[src/rtl/imem_loader_pkg.sv]
// Shared state encoding and boot-stream layout constants for the instruction-memory loader.
package loader_pkg;

   typedef enum logic [2:0] {
      IDLE,
      LEN_LO,
      LEN_HI,
      DATA,
      WRITE,
      CHK,
      DONE,
      ERR
   } state_t;

   localparam int LEN_BYTES      = 2;
   localparam int CHK_BYTES      = 1;
   localparam int BYTES_PER_WORD = 4;
   localparam int LANE_W         = $clog2(BYTES_PER_WORD);

   function automatic logic is_accepting(state_t s);
      return (s == LEN_LO) || (s == LEN_HI) || (s == DATA) || (s == CHK);
   endfunction

endpackage

[src/rtl/imem_loader_if.sv]
// Byte-stream input plus instruction-memory write port; the loader takes the slave side.
interface imem_loader_if;
   logic [7:0]  in_data;
   logic        in_valid;
   logic        in_ready;
   logic        imem_we;
   logic [31:0] imem_addr;
   logic [31:0] imem_wd;

   modport master (
      output in_data, in_valid,
      input  in_ready, imem_we, imem_addr, imem_wd
   );

   modport slave (
      input  in_data, in_valid,
      output in_ready, imem_we, imem_addr, imem_wd
   );
endinterface

[src/rtl/imem_loader_word_assembler.sv]
// Packs accepted bytes little-endian into a 32-bit word; o_word_done flags the fourth byte.
// The word register only moves on accepts, so it stays stable while the parent writes it out.
module word_assembler
   import loader_pkg::*;
(
   input  logic        clk,
   input  logic        rst,
   input  logic        i_clr,
   input  logic        i_byte_vld,
   input  logic [7:0]  i_byte,
   output logic [31:0] o_word,
   output logic        o_word_done
);

   logic [LANE_W-1:0] r_lane;
   logic [31:0]       r_word;

   // Shifting in from the top leaves the first byte of the word in [7:0].
   always_ff @(posedge clk or negedge rst) begin
      if (!rst) begin
         r_lane <= '0;
         r_word <= '0;
      end else if (i_clr) begin
         r_lane <= '0;
      end else if (i_byte_vld) begin
         r_word <= {i_byte, r_word[31:8]};
         r_lane <= r_lane + 1'b1;
      end
   end

   assign o_word      = r_word;
   assign o_word_done = i_byte_vld && (r_lane == LANE_W'(BYTES_PER_WORD - 1));

endmodule

[src/rtl/imem_loader.sv]
// Boot loader: parses length/data/checksum stream, writes words to IMEM, releases core reset on success.
// One word per 5 cycles at full rate; in_ready drops in IDLE/WRITE/DONE/ERR, stalls hold all state.
module imem_loader
   import loader_pkg::*;
#(
   parameter int MAX_WORDS = 64
) (
   input  logic          clk,
   input  logic          rst,
   input  logic          start,
   imem_loader_if.slave  bus,
   output logic          core_rst,
   output logic          busy,
   output logic          done,
   output logic          err
);

   state_t      r_state;
   state_t      w_next;
   logic [15:0] r_len;
   logic [15:0] r_word_idx;
   logic [7:0]  r_sum;

   logic        w_in_ready;
   logic        w_acc;
   logic        w_clr_ctx;
   logic        w_ld_lo;
   logic        w_ld_hi;
   logic        w_sum_add;
   logic        w_idx_inc;
   logic        w_word_done;
   logic [31:0] w_word;
   logic [15:0] w_len_full;
   logic        w_len_ok;
   logic [7:0]  w_chk_sum;
   logic        w_last_word;

   assign w_in_ready  = is_accepting(r_state);
   assign w_acc       = bus.in_valid && w_in_ready;
   assign w_len_full  = {bus.in_data, r_len[7:0]};
   assign w_len_ok    = (w_len_full != 16'd0) && ({16'd0, w_len_full} <= 32'(MAX_WORDS));
   assign w_chk_sum   = r_sum + bus.in_data;
   assign w_last_word = (r_word_idx == (r_len - 16'd1));

   word_assembler u_asm (
      .clk         (clk),
      .rst         (rst),
      .i_clr       (w_ld_hi),
      .i_byte_vld  (w_acc && (r_state == DATA)),
      .i_byte      (bus.in_data),
      .o_word      (w_word),
      .o_word_done (w_word_done)
   );

   always_ff @(posedge clk or negedge rst) begin
      if (!rst) r_state <= IDLE;
      else      r_state <= w_next;
   end

   always_comb begin
      w_next    = r_state;
      w_clr_ctx = 1'b0;
      w_ld_lo   = 1'b0;
      w_ld_hi   = 1'b0;
      w_sum_add = 1'b0;
      w_idx_inc = 1'b0;
      unique case (r_state)
         IDLE, ERR: begin
            if (start) begin
               w_next    = LEN_LO;
               w_clr_ctx = 1'b1;
            end
         end
         LEN_LO: begin
            if (w_acc) begin
               w_ld_lo = 1'b1;
               w_next  = LEN_HI;
            end
         end
         LEN_HI: begin
            if (w_acc) begin
               w_ld_hi   = 1'b1;
               w_clr_ctx = 1'b1;
               w_next    = w_len_ok ? DATA : ERR;
            end
         end
         DATA: begin
            if (w_acc) begin
               w_sum_add = 1'b1;
               if (w_word_done) w_next = WRITE;
            end
         end
         WRITE: begin
            if (w_last_word) begin
               w_next = CHK;
            end else begin
               w_idx_inc = 1'b1;
               w_next    = DATA;
            end
         end
         CHK: begin
            if (w_acc) w_next = (w_chk_sum == 8'd0) ? DONE : ERR;
         end
         DONE:    w_next = DONE;
         default: w_next = IDLE;
      endcase
   end

   always_ff @(posedge clk or negedge rst) begin
      if (!rst) begin
         r_len      <= '0;
         r_word_idx <= '0;
         r_sum      <= '0;
      end else begin
         if (w_clr_ctx) begin
            r_word_idx <= '0;
            r_sum      <= '0;
         end
         if (w_ld_lo)   r_len[7:0]  <= bus.in_data;
         if (w_ld_hi)   r_len[15:8] <= bus.in_data;
         if (w_sum_add) r_sum       <= r_sum + bus.in_data;
         if (w_idx_inc) r_word_idx  <= r_word_idx + 16'd1;
      end
   end

   assign bus.in_ready  = w_in_ready;
   assign bus.imem_we   = (r_state == WRITE);
   assign bus.imem_addr = {14'd0, r_word_idx, 2'b00};
   assign bus.imem_wd   = w_word;
   assign busy          = w_in_ready || (r_state == WRITE);
   assign done          = (r_state == DONE);
   assign err           = (r_state == ERR);
   assign core_rst      = (r_state == DONE);

endmodule

[src/flat_wrapper.sv]
// flat-port wrapper written by rule: the top's interface ports become plain ports
module imem_loader_flat import loader_pkg::*;
#(
   parameter int MAX_WORDS = 64
)
  (clk, rst, start, core_rst, busy, done, err, bus_in_data, bus_in_valid, bus_in_ready, bus_imem_we, bus_imem_addr, bus_imem_wd);
  imem_loader_if bus_i ();
  input  logic clk;
  input  logic rst;
  input  logic start;
  output logic core_rst;
  output logic busy;
  output logic done;
  output logic err;
  input wire logic [$bits(bus_i.in_data)-1:0] bus_in_data;
  input wire logic [$bits(bus_i.in_valid)-1:0] bus_in_valid;
  output wire logic [$bits(bus_i.in_ready)-1:0] bus_in_ready;
  output wire logic [$bits(bus_i.imem_we)-1:0] bus_imem_we;
  output wire logic [$bits(bus_i.imem_addr)-1:0] bus_imem_addr;
  output wire logic [$bits(bus_i.imem_wd)-1:0] bus_imem_wd;
  assign bus_i.in_data = bus_in_data;
  assign bus_i.in_valid = bus_in_valid;
  assign bus_in_ready = bus_i.in_ready;
  assign bus_imem_we = bus_i.imem_we;
  assign bus_imem_addr = bus_i.imem_addr;
  assign bus_imem_wd = bus_i.imem_wd;
  imem_loader #(.MAX_WORDS(MAX_WORDS)) u_core (.clk(clk), .rst(rst), .start(start), .bus(bus_i), .core_rst(core_rst), .busy(busy), .done(done), .err(err));
endmodule
[config.mk]
export PLATFORM = sky130hd
export DESIGN_NAME = imem_loader_flat
export DESIGN_NICKNAME = d
export VERILOG_FILES = /design/src/rtl/imem_loader_pkg.sv /design/src/rtl/imem_loader_if.sv /design/src/rtl/imem_loader_word_assembler.sv /design/src/rtl/imem_loader.sv /design/src/flat_wrapper.sv
export SDC_FILE = /design/constraint.sdc
export NUM_CORES = 1
export LEC_CHECK = 0
export CORE_ASPECT_RATIO = 0.6
export CORE_MARGIN = 3
export CORE_UTILIZATION = 53
export CTS_CLUSTER_DIAMETER = 60
export DETAILED_ROUTE_END_ITERATION = 6
export PLACE_DENSITY = 0.79
export SLEW_MARGIN = 10
export SYNTH_ARGS = -nofsm -noshare
export SYNTH_HDL_FRONTEND = slang
export SYNTH_SLANG_ARGS = --single-unit
[constraint.sdc]
create_clock -name clk -period 3.3 [get_ports clk]
set_input_delay 0.99 -clock clk [delete_from_list [all_inputs] [get_ports clk]]
set_output_delay 0.99 -clock clk [all_outputs]
set_load 0.005 [all_outputs]
# Yosys cells after proc, flatten, opt, wreduce, memory -nomap -nowiden
# Index checks and enable logic that the tools add are counted.
classes:
  shift: 0
  n_bitwise: 1
  add_sub_neg: 4
  magnitude_cmp: 1
  multipliers: 0
  n_mux: 24
  eq_ne: 15
  reduce_logical: 17
  div_mod_pow: 0
ops:
  columns: ["op", "n"]
  rows:
  - ["two-way mux 16 bit", 2]
  - ["two-way mux 3 bit", 8]
  - ["one-hot mux 3 bit (7 select lines)", 1]
  - ["adder 16 x 1 -> 16 bit, second input constant", 1]
  - ["== test 16 bit", 1]
  - ["less-or-equal comparator 16 x 7 -> 1 bit, second input constant", 1]
  - ["two-way mux 8 bit", 2]
  - ["nonzero test 16 bit", 1]
  - ["subtractor 16 x 1 -> 16 bit, second input constant", 1]
  - ["== test 3 bit, second input constant", 4]
  - ["adder 8 bit", 1]
  - ["zero test 8 bit", 1]
  - ["two-way mux 1 bit", 8]
  - ["!= test 2 x 1 -> 1 bit, second input constant", 4]
  - ["== test 3 x 2 -> 1 bit, second input constant", 2]
  - ["AND reduction 6 bit", 1]
  - ["nonzero test 2 bit", 3]
  - ["logical AND 1 bit", 4]
  - ["logical OR 1 bit", 4]
  - ["two-way mux 2 bit", 2]
  - ["!= test 2 bit, second input constant", 2]
  - ["== test 3 x 1 -> 1 bit, second input constant", 1]
  - ["zero test 3 bit", 1]
  - ["adder 2 x 1 -> 2 bit, second input constant", 1]
  - ["other kinds (5)", 5]
totals:
  latch_bits: 0
  reg_bits: 77
  mem_bits_ro: 0
  input_bits: 12
  elab_cells: 69
  n_memories: 0
  ramBits: 0
  out_inout_bits: 70

# Longest topological paths before layout
# Gate-level depths: netlist of the first run.
logic_depth:
  ltp_word: 10
  depth_mapped: 12
  mapped_depth_nobuf: 11

# Cells and area by module
# A second synthesis of the first run with hierarchy kept.
unflattened:
  cells_unflattened: 450
  hier_area_um2: 4705.8
by_module_without_submodules:
  columns: ["mod", "area_per_inst_um2", "cells_each", "seq_area_each_um2", "n_inst"]
  rows:
  - ["imem_loader", 3250.6, 373, 1076.0, 1]
  - ["word_assembler", 1455.1, 77, 850.8, 1]

# Least setup slack after synthesis of the first run
# OpenSTA, ideal clock, no wires.
synth_path:
  path_type: "reg2reg"
  from: "reg u_core.r_len[10]"
  to: "reg u_core.r_word_idx[13]"
  stages_incl_launch_ff: 12
  path_buffers: 3
  setup_slack_ns: 0.505
  t_arrival_ns: 2.671
  t_required_ns: 3.176
  synth_period_minus_slack_ns: 2.795
  setup_time_ns: 0.124
  cell_sequence: "dfrtp_1 buf_6 or4_4 or3_1 a2111o_1 a2bb2oi_2 nand4_2 o21ai_2 buf_6 buf_8 nor2_1 a211o_1"
synth_between:
  elab_chain_len: 5
  elab_cells_between_ends: 6
  cone_classes: "add/sub: 1; eq/ne: 1; mux: 3; reduce/logical: 1"
synth_rtl:
  columns: ["item", "line", "text"]
  rows:
  - ["from (decl)", "imem_loader.sv:20", "logic [15:0] r_len;"]
  - ["from (signal assigned)", "imem_loader.sv:120", "if (w_ld_hi) r_len[15:8] <= bus.in_data;"]
  - ["subtractor 16 x 1 -> 16 bit *", "imem_loader.sv:43", "assign w_last_word = (r_word_idx == (r_len - 16'd1));"]
  - ["== test 16 bit *", "imem_loader.sv:43", null]
  - ["two-way mux 1 bit *", "imem_loader.sv:94", "if (w_last_word) begin"]
  - ["two-way mux 1 bit *", "imem_loader.sv:67", "unique case (r_state)"]
  - ["two-way mux 16 bit / nonzero test 2 bit (equally long branches)", null, null]
  - ["to (signal assigned)", "imem_loader.sv:122", "if (w_idx_inc) r_word_idx <= r_word_idx + 16'd1;"]
  - ["to (decl)", "imem_loader.sv:21", "logic [15:0] r_word_idx;"]
# Mark *: on every way between the ends. The rest lies on a longest branch, timed or not.
# A chain may end at the register's enable or synchronous reset.

# Worst setup path after layout of the first run
layout_path:
  from: "reg u_core.r_state[1]"
  to: "out busy"
layout_between:
  elab_chain_len: 5
  elab_cells_between_ends: 9
  cone_classes: "eq/ne: 5; reduce/logical: 4"
layout_rtl:
  columns: ["item", "line", "text"]
  rows:
  - ["from (decl)", "imem_loader.sv:18", "state_t r_state;"]
  - ["from (signal assigned)", "imem_loader.sv:57", "else r_state <= w_next;"]
  - ["== test 3 x 1 -> 1 bit / == test 3 x 2 -> 1 bit (equally long branches)", "imem_loader_pkg.sv:21", "return (s == LEN_LO) || (s == LEN_HI) || (s == DATA) || (s == CHK);"]
  - ["logical OR 1 bit (3 in series)", "imem_loader_pkg.sv:21", null]
  - ["logical OR 1 bit *", "imem_loader.sv:130", "assign busy = w_in_ready || (r_state == WRITE);"]
  - ["to (decl)", "flat_wrapper.sv:12", "output logic busy;"]
# Marked as above.

==> impl_results.md, run 1 <==
* Die Y at 76.3 um
* Total CTS buffers at 9
* Warnings, synthesis at 0
* Sink Count at 77
* Clock Tree Buf Depth at 2
* ANT nets after route at 0
* Post-synthesis register bit count at 77
* H-tree Lvls at 3
* Syn Std Cell Area at 4370 um2
* DRT iter0 DRCs at 302
* Initial core utilization at 57.2%
* Core Area at 7630 um2
* Ant diodes at 0
* Wire per inst at 17.5 um
* DPL Wire Length at 7230 um
* Syn_area_per_cell at 10.3 um2
* Top Metal Used: met4
* Insertion delay to the later sink of the worst-skew pair at 0.34 ns
* CP max FO at 13
* CP required at 2.31 ns
* Post-synth cell types at 62
* Crit start category: flip-flop
* EDFF count, synth at 0
* Relative slew slack at 35.7%
* DR DRC count at 0
* Worst-path clk slew at 0.06 ns
* Metal3 WL at 940 um
* GPL Wtd Cong at 0.856
* Overall overflow remaining after global route at 0
* Pleak at 0.00238 uW
* Crit share post-route at 94.0%
* Site Rows at 24
* Final Hold Viols at 0
* Post-synth ARST share at 100%
* Avg Vias per Cell at 5.79
* Synth area leader: dfrtp_1
* Die W at 123 um
* Synth top area cells: dfrtp_1, mux2_2, xor2_1, buf_4, ha_1
* Gr usage total at 24.3%
* Drt total wl at 10500 um
* Initial antenna violation count at 0
* Pin slew with the least headroom to its limit at 0.965 ns
* Status: finished clean
* Max-cap violation count at 0
* Kind of critical path: flip-flop to primary output
* Largest net degree at the start of global routing at 78
* Nets@finish at 514
* Die ar. at 9400 um2
* Core Util, Final at 70.9%
* Clock root buffer: clkbuf_16
* First-pass GRT wire length at 17900 um
* DR vias at 3473
* Prevailing post-synth register cell: dfrtp_1
* Number of global-route vias before repair at 3463
* Fmax at 322 MHz
* WL met1 at 4730 um
* Critical path arrival at 2.11 ns
* RSZ-0062 raised after global routing: no
* Max-slew violations at 0
* Pwr dens at 898 nW/um2
* Post-Syn Instances at 424
* Count of final setup violators at 0
* CTS tree: built
* Port buffer count at 65
* Clock skew at 0.00455 ns
* Commonest cells after routing, fill and taps aside: dfrtp_1, clkdlybuf4s50_1, mux2_2
* Final Critical Period at 3.10 ns
* Tot Pwr at 4860 uW
* Hold Path Class: flip-flop to flip-flop
* Sequential cell area fraction in the yosys report at 44.1%
* Worst setup EP type: primary output
* Drt first pass iters at 4
* Layout cells sized above 1 at 17.5%
* Routed wl met2 at 4670 um
* FILL cells at 560
* Ports at 82
* Reg2reg setup slack at 0.20 ns
* Maximum VDD drop at 0.570 mV
* P&R area growth vs syn at 23.9%
* Top-area cell type share of the netlist area at 44.1%
* Most common cell after layout, fill and taps aside: dfrtp_1
-- Yosys cell counts, drive strengths merged, types with 3 or more instances --
cell and instances:
clkbuf 9, inv 12, a21oi 12, nor3 10, nor4 6, mux2i 4, nand4 4, nand3 21
nor3b 7, nand2b 5, nand2 32, mux2 46, or2 5, nor2 21, nor2b 4, buf 27
and3 3, ha 10, xor2 17, dfrtp 77, or3 7, o21ai 27, a21o 4, a211o 8
xnor2 11
-- metal layers --
| layer | vias to the layer above | global-route usage, % |
|---|---|---|
| li1 | 1620 | - |
| met1 | 1703 | 34.7 |
| met2 | 130 | 35.0 |
| met3 | 20 | 7.72 |
| met4 | 0 | 7.62 |
| met5 | - | 0 |
-- cell type report --
class | instances | area (um2) | area share (%)
clock buffer | 10 | 239 | 4.42
multi-input combinational | 314 | 2230 | 41.2
clock inverter | 6 | 86.3 | 1.60
sequential | 77 | 1930 | 35.6
tap | 104 | 130 | 2.41
inverter | 12 | 45.0 | 0.833
timing repair buffer | 77 | 751 | 13.9
-- repair_timing --
| action | in CTS | in global routing |
|---|---|---|
| resized for setup | 0 | 1 |
| hold endpoints to repair | 0 | 0 |
| endpoints found under the setup margin | 0 | 1 |
| hold buffers | 0 | 0 |
| buffers inserted | 0 | 0 |
-- metrics by stage --
step                      TNS, ns  instances  area (um2)  hold slack (ns)  setup WS (ns)
final                           0        600        5410            0.499          0.196
after global routing            0        600        5410            0.516         0.0109
after CTS                       0        600        5410            0.506          0.157
after detailed placement  -0.0414        584        5080            0.493        -0.0414
after global placement          0        584        5080            0.468         0.0667
after floorplan                 0        439        4420            0.454          0.505
-- registers in the layout (all words and copies together), names as in the netlist --
name	count
u_core.u_asm.r_lane	2
u_core.r_len	16
u_core.r_state	3
u_core.r_sum	8
u_core.u_asm.o_word	32
u_core.r_word_idx	16
-- power breakdown --
| group | internal, uW | switching [uW] |
|---|---|---|
| clock | 681 | 386 |
| combinational | 1140 | 950 |
| sequential | 1320 | 386 |
-- worst paths after layout --
path                                               startpoint                             endpoint  depth (start not counted)
max                             u_core.r_state[1]$_DFFE_PN0P_                                 busy                          5
min                        u_core.u_asm.r_lane[1]$_DFFE_PN0P_   u_core.u_asm.r_lane[1]$_DFFE_PN0P_                          2
max reg2reg                      u_core.r_len[11]$_DFFE_PN0P_     u_core.r_word_idx[6]$_DFFE_PN0P_                          8
min reg2reg                u_core.u_asm.r_lane[1]$_DFFE_PN0P_   u_core.u_asm.r_lane[1]$_DFFE_PN0P_                          2
max in group asynchronous                                 rst  u_core.u_asm.o_word[14]$_DFFE_PN0P_                          1
min in group asynchronous                                 rst          u_core.r_sum[0]$_DFFE_PN0P_                          1
-- kinds of logic after synthesis --
kind of cell / Yosys count / synth area share, %
compound gates: 74 / 11.4
flops: 77 / 44.1
mux: 50 / 12.8
simple gates: 135 / 16.5
other cells: 1 / 0.0859
buf+inv: 48 / 6.25
xor+xnor: 28 / 5.62
fa+ha+maj: 11 / 3.32
-- critical path, stage by stage (launching register included) --
cell	delay (ns)
dfrtp_1	0.52
nor2_2	0.22
nand2_1	0.10
inv_1	0.28
or2_2	0.17
clkdlybuf4s50_1	0.48
No activity file was read; power rests on OpenSTA's default activity.
==> run 2, diff against run 1 <==
--- a/config.mk
+++ b/config.mk
@@ -5,6 +5,7 @@
 export SDC_FILE = /design/constraint.sdc
 export NUM_CORES = 1
 export LEC_CHECK = 0
+export CAP_MARGIN = 20
 export CORE_ASPECT_RATIO = 0.6
 export CORE_MARGIN = 3
 export CORE_UTILIZATION = 53
==> run 2 against run 1 <==
Net effect: sequential power about the same; global-route usage is the same; final cell count increased by 0.17%; routed wire length is 2.7% higher; critical path type is now flip-flop to flip-flop; highest routed layer unchanged.
==> impl_results.md, run 2 (synthesis results as in run 1) <==
* Register share of total power at 35.0% (about the same)
* Port buffer count at 65 (unchanged)
* CTS Hold Bufs at 0 (unchanged)
* Worst setup EP type: flip-flop
* Core Util, Final at 71.3% (+0.36 points)
* Pleak at 0.00239 uW (+0.53%)
* Clock skew at 0.00536 ns (+0.000806 ns)
* GPL Wtd Cong at 0.856 (unchanged)
* Placed cell count at 584 (unchanged)
* Post-CTS Setup Inserts at 0 (unchanged)
* Max reg flops at 32 (unchanged)
* Insertion delay to the later sink of the worst-skew pair at 0.34 ns (about the same)
* Relative slew slack at 64.8% (+29 points)
* Most common cell after layout, fill and taps aside: dfrtp_1
* Clock Tree Buf Depth at 2 (unchanged)
* RSZ-0062 raised after global routing: no
* Avg Vias per Cell at 5.80 (+0.24%)
* Count of final setup violators at 0 (unchanged)
* NetSw at 1740 uW (+1.2%)
* Site Rows at 24 (unchanged)
* Cell Count, Final, Fillers Out at 601 (+0.17%)
* Pwr dens at 898 nW/um2 (about the same)
* Reg2reg setup slack at 0.16 ns (-0.04 ns)
* Final Critical Period at 3.14 ns (+0.0395 ns)
* DPL Wire Length at 7230 um (unchanged)
* Fmax at 318 MHz (-1.3%)
* Wire per inst at 18.0 um (+2.5%)
* DR DRC count at 0 (unchanged)
* Switching share of total power at 35.7% (+0.26 points)
* CP max FO at 12 (-1)
* Kind of critical path: flip-flop to flip-flop
* Commonest cells after routing, fill and taps aside: dfrtp_1, clkdlybuf4s50_1, mux2_2
* Gr usage total at 24.3% (unchanged)
* Final Hold Viols at 0 (unchanged)
* CP required at 3.58 ns (+1.27 ns)
* Hold slack at 0.501 ns (+0.00173 ns)
* CTS tree: built
* CP startpoint: u_core.r_len[11]$_DFFE_PN0P_
* Maximum VDD drop at 0.571 mV (+0.26%)
* Hold path depth at 2 (unchanged)
* Worst-path clk slew at 0.06 ns (about the same)
* Core Area at 7630 um2 (unchanged)
* Worst reg2reg path depth at 8 (unchanged)
* Initial antenna violation count at 0 (unchanged)
* DR vias at 3487 (+0.40%)
* Status: finished clean
* ANT nets after route at 0 (unchanged)
* Crit share post-route at 95.2% (+1.2 points)
* Total CTS buffers at 9 (unchanged)
* Critical path arrival at 3.42 ns (+1.31 ns)
* Drt first pass iters at 4 (unchanged)
* First-pass GRT wire length at 17900 um (unchanged)
* Layout cells sized above 1 at 17.7% (+0.17 points)
* H-tree Lvls at 3 (unchanged)
* Comb power frac at 43.1% (about the same)
* Max-slew violations at 0 (unchanged)
* Nets@finish at 515 (+0.19%)
* Overall overflow remaining after global route at 0 (unchanged)
* Number of global-route vias before repair at 3463 (unchanged)
* Ports at 82 (unchanged)
* Drt total wl at 10800 um (+2.7%)
* Die W at 123 um (unchanged)
* Hold Path Class: flip-flop to flip-flop
* Pin slew with the least headroom to its limit at 0.528 ns (-0.436 ns)
* P&R area growth vs syn at 24.5%
* Crit start category: flip-flop
* Sink Count at 77 (unchanged)
* Die ar. at 9400 um2 (unchanged)
* Hold path startpoint: u_core.u_asm.r_lane[1]$_DFFE_PN0P_
* Clock power share at 22.0% (about the same)
* Die Y at 76.3 um (unchanged)
* Setup tns final at 0 ns (unchanged)
* DRT iter0 DRCs at 273 (-9.6%)
* Tot Pwr at 4880 uW (+0.50%)
* Clock root buffer: clkbuf_16
* Max-cap violation count at 0 (unchanged)
* Ant diodes at 0 (unchanged)
* R2r startpoint: u_core.r_len[11]$_DFFE_PN0P_
* Initial core utilization at 57.2% (unchanged)
* P_int at 3140 uW (+0.11%)
* Largest net degree at the start of global routing at 78 (unchanged)
## run 2: cell types whose count changed in the layout (fill, tap and decap cells not counted)
cell / previous run / this run
buf_16: 0 / 1
## run 2: area by class of cell
| class | instances | area, um2 |
|---|---|---|
| fill | 558 | 2190 |
| multi-input combinational | 314 | 2230 |
| sequential | 77 | 1930 |
| tap | 104 | 130 |
| timing repair buffer | 78 | 778 |
| inverter | 12 | 45.0 |
| clock buffer | 10 | 239 |
| clock inverter | 6 | 86.3 |
## run 2: path summary, 6_finish.rpt
kind | to
min in group asynchronous | u_core.r_sum[0]$_DFFE_PN0P_
max reg2reg | u_core.r_word_idx[6]$_DFFE_PN0P_
max in group asynchronous | u_core.r_len[9]$_DFFE_PN0P_
min reg2reg | u_core.u_asm.r_lane[1]$_DFFE_PN0P_
min | u_core.u_asm.r_lane[1]$_DFFE_PN0P_
max | u_core.r_word_idx[6]$_DFFE_PN0P_
## run 2: critical path, stage by stage (launching register included)
cell	delay (ns)
dfrtp_1	0.44
or4_4	0.56
or3_1	0.33
a2111o_1	0.44
a2bb2oi_2	0.14
nand4_2	0.15
o21ai_2	0.28
and2_1	0.51
a211o_1	0.22
## run 2: routing by layer
| metal | up-vias | track usage, % | wire length (um) |
|---|---|---|---|
| met4 | 0 | 7.62 | 149 |
| met3 | 17 | 7.72 | 861 |
| met1 | 1723 | 34.7 | 4950 |
| li1 | 1611 | - | - |
| met2 | 136 | 35.0 | 4830 |
| met5 | - | 0 | 0 |
## run 2: stage by stage
step	instance area [um2]	setup WS (ns)
floorplan	4420	0.505
global placement	5080	0.0667
detailed placement	5080	-0.0414
CTS	5410	0.157
global route	5440	0.0109
finish	5440	0.157
## run 2: timing repair
item,in CTS,in global routing
gates resized for setup,0,1
endpoints found under the setup margin,0,1
endpoints found under the hold margin,0,0
## run 2: power groups by stage
stage               combinational, uW  sequential, uW  clock [uW]
finish                           2100            1710        1070
global route                     2310            1770        1140
CTS                              2090            1700        1090
detailed placement               2060            1700           0
global placement                 2000            1670           0
floorplan                        1330            1590           0
